**src/rtl/seq_stim_gen.sv**
```systemverilog
// seq_stim_gen: serial stimulus generator. Shifts a loaded pattern out MSB
// first, one bit per Tick, and produces the expected output of a run-length
// detector (ZExp) alongside each emitted bit.
module seq_stim_gen #(
    parameter int WIDTH = 16,
    parameter int RUN   = 4,
    localparam int LW   = $clog2(WIDTH + 1),
    localparam int RW   = $clog2(RUN + 1)
) (
    input  logic             Clock,
    input  logic             Reset,
    input  logic             Load,
    input  logic [WIDTH-1:0] Pattern,
    input  logic [LW-1:0]    Len,
    input  logic             Start,
    input  logic             Stop,
    input  logic             Tick,
    input  logic             Repeat,
    output logic             W,
    output logic             Valid,
    output logic             Busy,
    output logic             Done,
    output logic             ZExp
);

    typedef enum logic {IDLE = 1'b0, SHIFT = 1'b1} state_t;

    localparam logic [LW-1:0] WIDTH_L = LW'(WIDTH);
    localparam logic [RW-1:0] RUN_L   = RW'(RUN);

    state_t           state_q, state_d;
    logic [WIDTH-1:0] pat_q, pat_d;
    logic [WIDTH-1:0] sh_q, sh_d;
    logic [LW-1:0]    len_q, len_d;
    logic [LW-1:0]    cnt_q, cnt_d;
    logic [RW-1:0]    run_q, run_d;
    logic             w_q, w_d;
    logic             valid_q, valid_d;
    logic             done_q, done_d;
    logic             zexp_q, zexp_d;

    // Start sees the pattern/length presented this cycle when Load coincides.
    logic [WIDTH-1:0] eff_pat;
    logic [LW-1:0]    eff_len;
    logic             new_bit;
    logic [RW-1:0]    new_run;

    // Next-state and output computation for the IDLE/SHIFT machine.
    always_comb begin
        state_d = state_q;
        pat_d   = pat_q;
        sh_d    = sh_q;
        len_d   = len_q;
        cnt_d   = cnt_q;
        run_d   = run_q;
        w_d     = w_q;
        zexp_d  = zexp_q;
        valid_d = 1'b0;
        done_d  = 1'b0;
        eff_pat = Load ? Pattern : pat_q;
        eff_len = Load ? Len : len_q;
        new_bit = sh_q[WIDTH-1];
        new_run = run_q;

        case (state_q)
            IDLE: begin
                if (Load) begin
                    pat_d = Pattern;
                    len_d = Len;
                    sh_d  = Pattern;
                end
                // Zero or oversize lengths leave the machine idle.
                if (Start && (eff_len != '0) && (eff_len <= WIDTH_L)) begin
                    state_d = SHIFT;
                    cnt_d   = '0;
                    run_d   = '0;
                    sh_d    = eff_pat;
                end
            end
            SHIFT: begin
                if (Stop) begin
                    // Abort wins over a simultaneous Tick; W/ZExp keep last values.
                    state_d = IDLE;
                end else if (Tick) begin
                    // run_q == 0 only right after Start: first bit opens a run of 1.
                    if (run_q == '0)
                        new_run = RW'(1);
                    else if (new_bit == w_q)
                        new_run = (run_q == RUN_L) ? RUN_L : run_q + RW'(1);
                    else
                        new_run = RW'(1);
                    run_d   = new_run;
                    w_d     = new_bit;
                    zexp_d  = (new_run == RUN_L);
                    valid_d = 1'b1;
                    if (cnt_q == len_q - LW'(1)) begin
                        if (Repeat) begin
                            sh_d  = pat_q;
                            cnt_d = '0;
                        end else begin
                            state_d = IDLE;
                            done_d  = 1'b1;
                        end
                    end else begin
                        sh_d  = sh_q << 1;
                        cnt_d = cnt_q + LW'(1);
                    end
                end
            end
            default: state_d = IDLE;
        endcase
    end

    // State and registered outputs; reset overrides every input.
    always_ff @(posedge Clock) begin
        if (Reset) begin
            state_q <= IDLE;
            pat_q   <= '0;
            sh_q    <= '0;
            len_q   <= '0;
            cnt_q   <= '0;
            run_q   <= '0;
            w_q     <= 1'b0;
            valid_q <= 1'b0;
            done_q  <= 1'b0;
            zexp_q  <= 1'b0;
        end else begin
            state_q <= state_d;
            pat_q   <= pat_d;
            sh_q    <= sh_d;
            len_q   <= len_d;
            cnt_q   <= cnt_d;
            run_q   <= run_d;
            w_q     <= w_d;
            valid_q <= valid_d;
            done_q  <= done_d;
            zexp_q  <= zexp_d;
        end
    end

    assign W     = w_q;
    assign Valid = valid_q;
    assign Done  = done_q;
    assign ZExp  = zexp_q;
    assign Busy  = (state_q == SHIFT);

endmodule

```
**config.mk**
```make
export PLATFORM = sky130hd
export DESIGN_NAME = seq_stim_gen
export DESIGN_NICKNAME = d
export VERILOG_FILES = /design/src/rtl/seq_stim_gen.sv
export SDC_FILE = /design/constraint.sdc
export NUM_CORES = 1
export LEC_CHECK = 0
export CAP_MARGIN = 0
export CORE_MARGIN = 8
export CORE_UTILIZATION = 25
export CTS_BUF_LIST = sky130_fd_sc_hd__clkbuf_8
export DETAILED_ROUTE_END_ITERATION = 16
export PLACE_DENSITY_LB_ADDON = 0.12
export SLEW_MARGIN = 20
export SYNTH_ARGS = -nofsm -noshare
export SYNTH_HDL_FRONTEND = slang
export SYNTH_SLANG_ARGS = --single-unit
```
**constraint.sdc**
```tcl
create_clock -name Clock -period 2.7 [get_ports Clock]
set_input_delay 0.54 -clock Clock [delete_from_list [all_inputs] [get_ports Clock]]
set_output_delay 0.54 -clock Clock [all_outputs]
set_load 0.03 [all_outputs]
```
==> summary.txt, run 1 <==
STA
  – Maximum clock rate: 430 MHz
  – Post-route setup slack: 0.373 ns
  – Number of setup violations in the final report: 0
  – Count of pins over their slew limit: 0
  – Setup repair after global routing missed its margin: no
  – Final Hold Fails: 0
  – Clock Skew: 0.0105 ns
  – Shortest clock period the worst path allows after layout: 2.33 ns
  – Relative slew slack: 63.5%
  – Worst slew pin tran: 0.545 ns
  – Share of the clock period used by the worst path: 86.2%
  – Accumulated negative setup slack: 0 ns

Clock tree
  – TritonCTS buffer count: 5
  – Clock latency of the later-clocked register in the worst-skew pair: 0.32 ns
  – Bufs on Longest Clock Path: 2
  – CTS Hold Bufs: 0
  – Root Driver: clkbuf_8
  – Setup Fix Bufs, Post-CTS: 0
  – TritonCTS clock tree: yes
  – Number of sinks on the clock net: 50
  – H-tree Lvls: 2
  – Register clock-pin slew on the reported worst setup and hold paths: 0.10 ns
  – Number of gates resized after cts: 0

Power
  – Reported leakage power: 0.00128 µW
  – Total Power Consumption: 1780 µW
  – VDD IR-drop max: 212 µV
  – Power per cell area: 499 nW/µm²

Worst setup path
  – Critical path buffer and inverter count: 1
  – Data required time at the worst endpoint: 2.92 ns
  – Critical path, cell by cell: inv_1 -> ha_1 -> xor2_1 -> o211a_1 -> o211ai_2 -> o311a_4 -> a32o_1
  – Critical-path cell with the highest stage delay: dfxtp_1
  – Critical path launch point type: flop
  – Kind of critical path: reg -> reg
  – Delay of the slowest critical-path stage: 0.45 ns
  – Reg-to-reg critical path startpoint: len_q[1]
  – CP Max Fanout: 15
  – Largest delay share family, worst path: compound AO/OA/AOI/OAI gates
  – Data arrival time of the critical path: 2.55 ns
  – Category of the worst setup path capture point: flop
  – CP Launch Point: len_q[1]

Route
  – Total iterations of the first detailed-routing run: 4
  – Starting DRT DRC Count: 132
  – Final Routed Wirelength: 8460 µm
  – Routed wire length per instance: 15.7 µm
  – Final antenna-violating net count: 0
  – DR vias/cell: 5.01
  – Number of remaining DRC errors: 0
  – Vias: 2702

Layout
  – Filler cell count in the final layout: 1229
  – Sequential cell area in the final layout: 1000 µm²
  – Area growth syn-to-layout: 22.7%
  – Diode count: 0
  – Fin nets: 427
  – Layout cells sized above 1: 11.6%
  – Area taken by multi-input logic gates: 1670 µm²

Yosys
  – YS warnings: 0
  – Distinct cells, synth: 53
  – Number of flip-flops and latches in the synthesized netlist: 50
  – Cell area after synthesis: 2910 µm²
  – Instance count of the mapped netlist: 361
  – Post-Syn Area per Cell: 8.05 µm²
  – Part of the Yosys area used for sequential elements: 34.5%
  – Synth top area share: 34.5%
  – Post-synthesis net count: 393
  – Post-synth top flop: dfxtp_1
  – Number of flops mapped to enable cells by yosys: 0
  – Top cells by area, synth: dfxtp_1 34%, a21oi_1 6.9%, nand2_1 6.3%, a32o_1 5.2%, o2111ai_1 5.1%
  – Yosys top cell by area: dfxtp_1
  – Proportion of synthesized flip-flops having asynchronous set or reset: 0%

Die
  – Count of pins on the block boundary: 33
  – Effective utilization at floorplan: 25.6%
  – Width of the chip: 124 µm
  – Area enclosed by the die boundary: 15300 µm²
  – Die Ht: 124 µm
  – Area of the core: 11400 µm²
  – Rows: 39

GRT
  – Maximum number of pins on one net before global-route repair: 32
  – Wire length of the first global-routing pass: 14000 µm
  – Via count of the first global-routing pass: 2642
  – Global-route usage over all layers: 11.6%
  – Number of antenna violations at the first check in global routing: 0
  – Total congestion overflow: 0

Outcome
  – Run status: finished, final reports clean

Place
  – Routability congestion estimate: 0.748
  – DP Wirelength: 5970 µm
  – Count of port buffers added during placement: 32
  – Worst setup timing slack at the placement stage: 0.0279 ns

Min path
  – Hold path startpoint: sh_q[10]
  – Worst hold path class: reg -> reg

Run
  – Max cap viols: 0
-- report_power, final --
| part | switching (µW) | internal (µW) |
|---|---|---|
| Sequential | 47.4 | 799 |
| Clock | 272 | 207 |
| Combinational | 251 | 203 |
| Total | 570 | 1210 |
-- routing by layer --
layer,share of wire (%),vias up,track usage (%)
li1,-,1391,-
met1,50,1269,15.3
met2,45,36,18.7
met3,3.6,6,2.13
met4,1.4,0,4.06
met5,0,-,0
-- path summary, 6_finish.rpt --
check,endpoint,slack [ns],cells past startpoint
setup / recovery,sh_q[13],0.37,7
hold / removal,sh_q[10],0.47,1
setup reg to reg,sh_q[13],0.37,7
hold reg to reg,sh_q[10],0.47,1
-- cell usage in the layout, fill, tap and decap left out, drive strengths merged, types with 6 or more instances in the layout --
cell           count
inv               27
a21oi             40
mux2i              9
clkdlybuf4s50     32
buf               25
dfxtp             50
nand2             49
a32o              15
clkbuf             6
o211ai            18
nor3              20
o2111ai           17
nor2              25
-- final cells by class --
class                           count  area share, %
Timing Repair Buffer               57           14.6
Clock buffer                        6           2.32
Multi-Input combinational cell    254           46.8
Clock inverter                      2          0.351
Sequential cell                    50           28.1
Tap cell                          143           5.02
Inverter                           27           2.84
-- flip-flops by register name, indices dropped and copies added (netlist names) --
name and count:
pat_q 16, sh_q 16, cnt_q 5, len_q 5
run_q 3, Busy 1, Done 1, Valid 1
W 1, ZExp 1
-- stage by stage --
stage          cells  cell area (µm²)  hold WS [ns]  util, %
2_1_floorplan    361             2910         0.442        -
3_3_place_gp     531             3470         0.449     30.5
3_5_place_dp     531             3470         0.454     30.5
4_1_cts          539             3570         0.478     31.4
5_1_grt          539             3570         0.492     31.4
6_report         539             3570         0.473     31.4
-- cell usage after synthesis, types with 3 or more instances --
cell type and number:
buf_2 6, nor3b_1 3, dfxtp_1 50, o21ai_0 4
nor4_1 4, ha_1 4, inv_1 26, nor2_1 25
nand3_1 3, o211ai_1 17, a32o_1 15, mux2i_1 9
xor2_1 5, clkbuf_1 19, o2111ai_1 17, a21oi_1 40
nand2_1 49, nor3_1 19, a211oi_1 4
-- cells by family (layout without fill, tap and decap cells) --
| logic type | count (synthesis) | after routing | synth area share, % |
|---|---|---|---|
| flops | 50 | 50 | 34.5 |
| fa+ha+maj | 4 | 4 | 1.72 |
| buf+inv | 57 | 92 | 8.27 |
| mux | 10 | 10 | 3.49 |
| xor+xnor | 8 | 8 | 2.67 |
| simple gates | 118 | 118 | 19.6 |
| compound gates | 114 | 114 | 29.8 |
(Power assumes the default switching activity.)
==> inputs of run 2 (changes only) <==
CORE_MARGIN = 1   (was 8)
SLEW_MARGIN = default   (was 20)
==> run 2 against run 1 <==
Routed wire length down 3.7%. Clock power grew 16%. Power is 4.3% higher. Register-to-register slack gained 0.15 ns. Cell count decreased by 0.56%. Utilization about the same. Sequential cell count stayed put. Clock skew up 0.0027 ns. Largest power group unchanged. Highest routed layer unchanged.
==> summary.txt, run 2 (synthesis gave the netlist of run 1 again) <==
Die
  – Area enclosed by the die boundary: 12100 µm² (-21%)
  – Count of pins on the block boundary: 33 (unchanged)
  – Rows: 39 (unchanged)
  – Effective utilization at floorplan: 25.6% (unchanged)
  – Die Ht: 110 µm (-11%)
  – Width of the chip: 110 µm (-11%)
  – Area of the core: 11400 µm² (unchanged)

Layout
  – Largest registers ranked by flip-flop count: pat_q: 16 flops, sh_q: 16 flops
  – Layout cells sized above 1: 10.9% (-0.67 points)
  – Area growth syn-to-layout: 22.8% (about the same)
  – Filler cell count in the final layout: 1227 (-0.16%)
  – Fin nets: 425 (-0.47%)
  – Most frequent cells in the layout: 49 x dfxtp_1, 49 x nand2_1, 40 x a21oi_1
  – Diode count: 0 (unchanged)
  – Final core utilization: 31.4% (about the same)

STA
  – Final Hold Fails: 0 (unchanged)
  – Shortest clock period the worst path allows after layout: 2.32 ns (-0.0106 ns)
  – Maximum clock rate: 432 MHz (+0.46%)
  – Accumulated negative setup slack: 0 ns (unchanged)
  – Clock Skew: 0.0132 ns (+0.00269 ns)
  – Number of setup violations in the final report: 0 (unchanged)
  – Relative slew slack: 65.5% (+2.0 points)
  – Worst slew pin tran: 0.515 ns (-0.0297 ns)
  – Setup repair after global routing missed its margin: no
  – Share of the clock period used by the worst path: 85.8% (-0.39 points)
  – Count of pins over their slew limit: 0 (unchanged)

Clock tree
  – Bufs on Longest Clock Path: 2 (unchanged)
  – CTS Hold Bufs: 0 (unchanged)
  – Clock latency of the later-clocked register in the worst-skew pair: 0.31 ns (about the same)
  – H-tree Lvls: 2 (unchanged)
  – Register clock-pin slew on the reported worst setup and hold paths: 0.10 ns (about the same)
  – TritonCTS clock tree: yes
  – Number of sinks on the clock net: 50 (unchanged)
  – Setup Fix Bufs, Post-CTS: 0 (unchanged)
  – Root Driver: clkbuf_8
  – TritonCTS buffer count: 5 (unchanged)
  – Number of gates resized after cts: 0 (unchanged)

Route
  – Vias: 2689 (-0.48%)
  – DR vias/cell: 5.02 (about the same)
  – Total iterations of the first detailed-routing run: 4 (unchanged)
  – Final antenna-violating net count: 0 (unchanged)
  – Final Routed Wirelength: 8150 µm (-3.7%)
  – Starting DRT DRC Count: 155 (+17%)
  – Number of remaining DRC errors: 0 (unchanged)
  – Routed wire length per instance: 15.2 µm (-3.2%)

Power
  – Reported leakage power: 0.00128 µW (about the same)
  – VDD IR-drop max: 228 µV (+7.5%)
  – Total Power Consumption: 1860 µW (+4.3%)
  – Power per cell area: 520 nW/µm² (+4.3%)

Worst setup path
  – Data required time at the worst endpoint: 2.94 ns (+0.02 ns)
  – Kind of critical path: in -> reg
  – CP Max Fanout: 5 (-10)
  – Critical path, cell by cell: clkdlybuf4s50_1 -> nor4_1 -> mux2i_1 -> nor3_1 -> buf_4 -> a211oi_1 -> mux2i_1
  – Critical-path cell with the highest stage delay: mux2i_1
  – Critical path launch point type: input port
  – Category of the worst setup path capture point: flop
  – Delay of the slowest critical-path stage: 0.43 ns (-0.02 ns)
  – Data arrival time of the critical path: 2.55 ns (about the same)
  – Most frequent CP cell: mux2i_1

GRT
  – Wire length of the first global-routing pass: 13300 µm (-5.0%)
  – Global-route usage over all layers: 14.3% (+2.6 points)
  – Maximum number of pins on one net before global-route repair: 50 (+56%)
  – Via count of the first global-routing pass: 2561 (-3.1%)
  – Total congestion overflow: 0 (unchanged)
  – Number of antenna violations at the first check in global routing: 0 (unchanged)

Place
  – Count of port buffers added during placement: 32 (unchanged)
  – DP Wirelength: 5670 µm (-5.0%)
  – Routability congestion estimate: 0.781 (+4.4%)

Run
  – Max cap viols: 0 (unchanged)

Outcome
  – Run status: finished, final reports clean

Min path
  – Worst hold path class: reg -> reg
==> run 2: per-layer routing <==
layer / vias up / GRT usage (%) / wire (µm)
met5: - / 0 / 0
met4: 0 / 3.81 / 71
met3: 5 / 2.19 / 241
met2: 45 / 21.8 / 3480
met1: 1252 / 20.6 / 4360
li1: 1387 / - / -
==> run 2: area by class of cell <==
class	count	area [µm²]	area share, %
Multi-Input combinational cell	254	1670	46.7
Timing Repair Buffer	55	505	14.2
Tap cell	143	179	5.01
Clock buffer	6	82.6	2.31
Clock inverter	1	30.0	0.842
Sequential cell	50	1000	28.1
Inverter	27	101	2.84
==> run 2: final timing paths <==
kind             from       end  slack [ns]  cells after the start
max            Len[0]  cnt_q[4]        0.38                      7
min           sh_q[6]   sh_q[6]        0.48                      1
max reg2reg  len_q[0]  cnt_q[4]        0.52                      8
min reg2reg   sh_q[6]   sh_q[6]        0.48                      1
==> run 2: metrics by stage <==
step | setup WS, ns | cell area, µm² | instances | hold slack (ns)
finish | 0.384 | 3570 | 536 | 0.476
global route | 0.280 | 3570 | 536 | 0.487
CTS | 0.358 | 3570 | 536 | 0.481
detailed placement | 0.0491 | 3460 | 529 | 0.456
global placement | 0.105 | 3460 | 529 | 0.449
floorplan | 0.606 | 2910 | 361 | 0.442
==> run 2: power breakdown <==
part           internal (µW)  switching (µW)
Clock                    297             260
Combinational            201             250
Sequential               799            50.1
==> run 2: worst max-delay path, delay by kind of cell <==
family          cells  cell delay [ns]
mux                 2             0.64
buf+inv             2             0.59
simple gates        2             0.46
compound gates      1             0.31
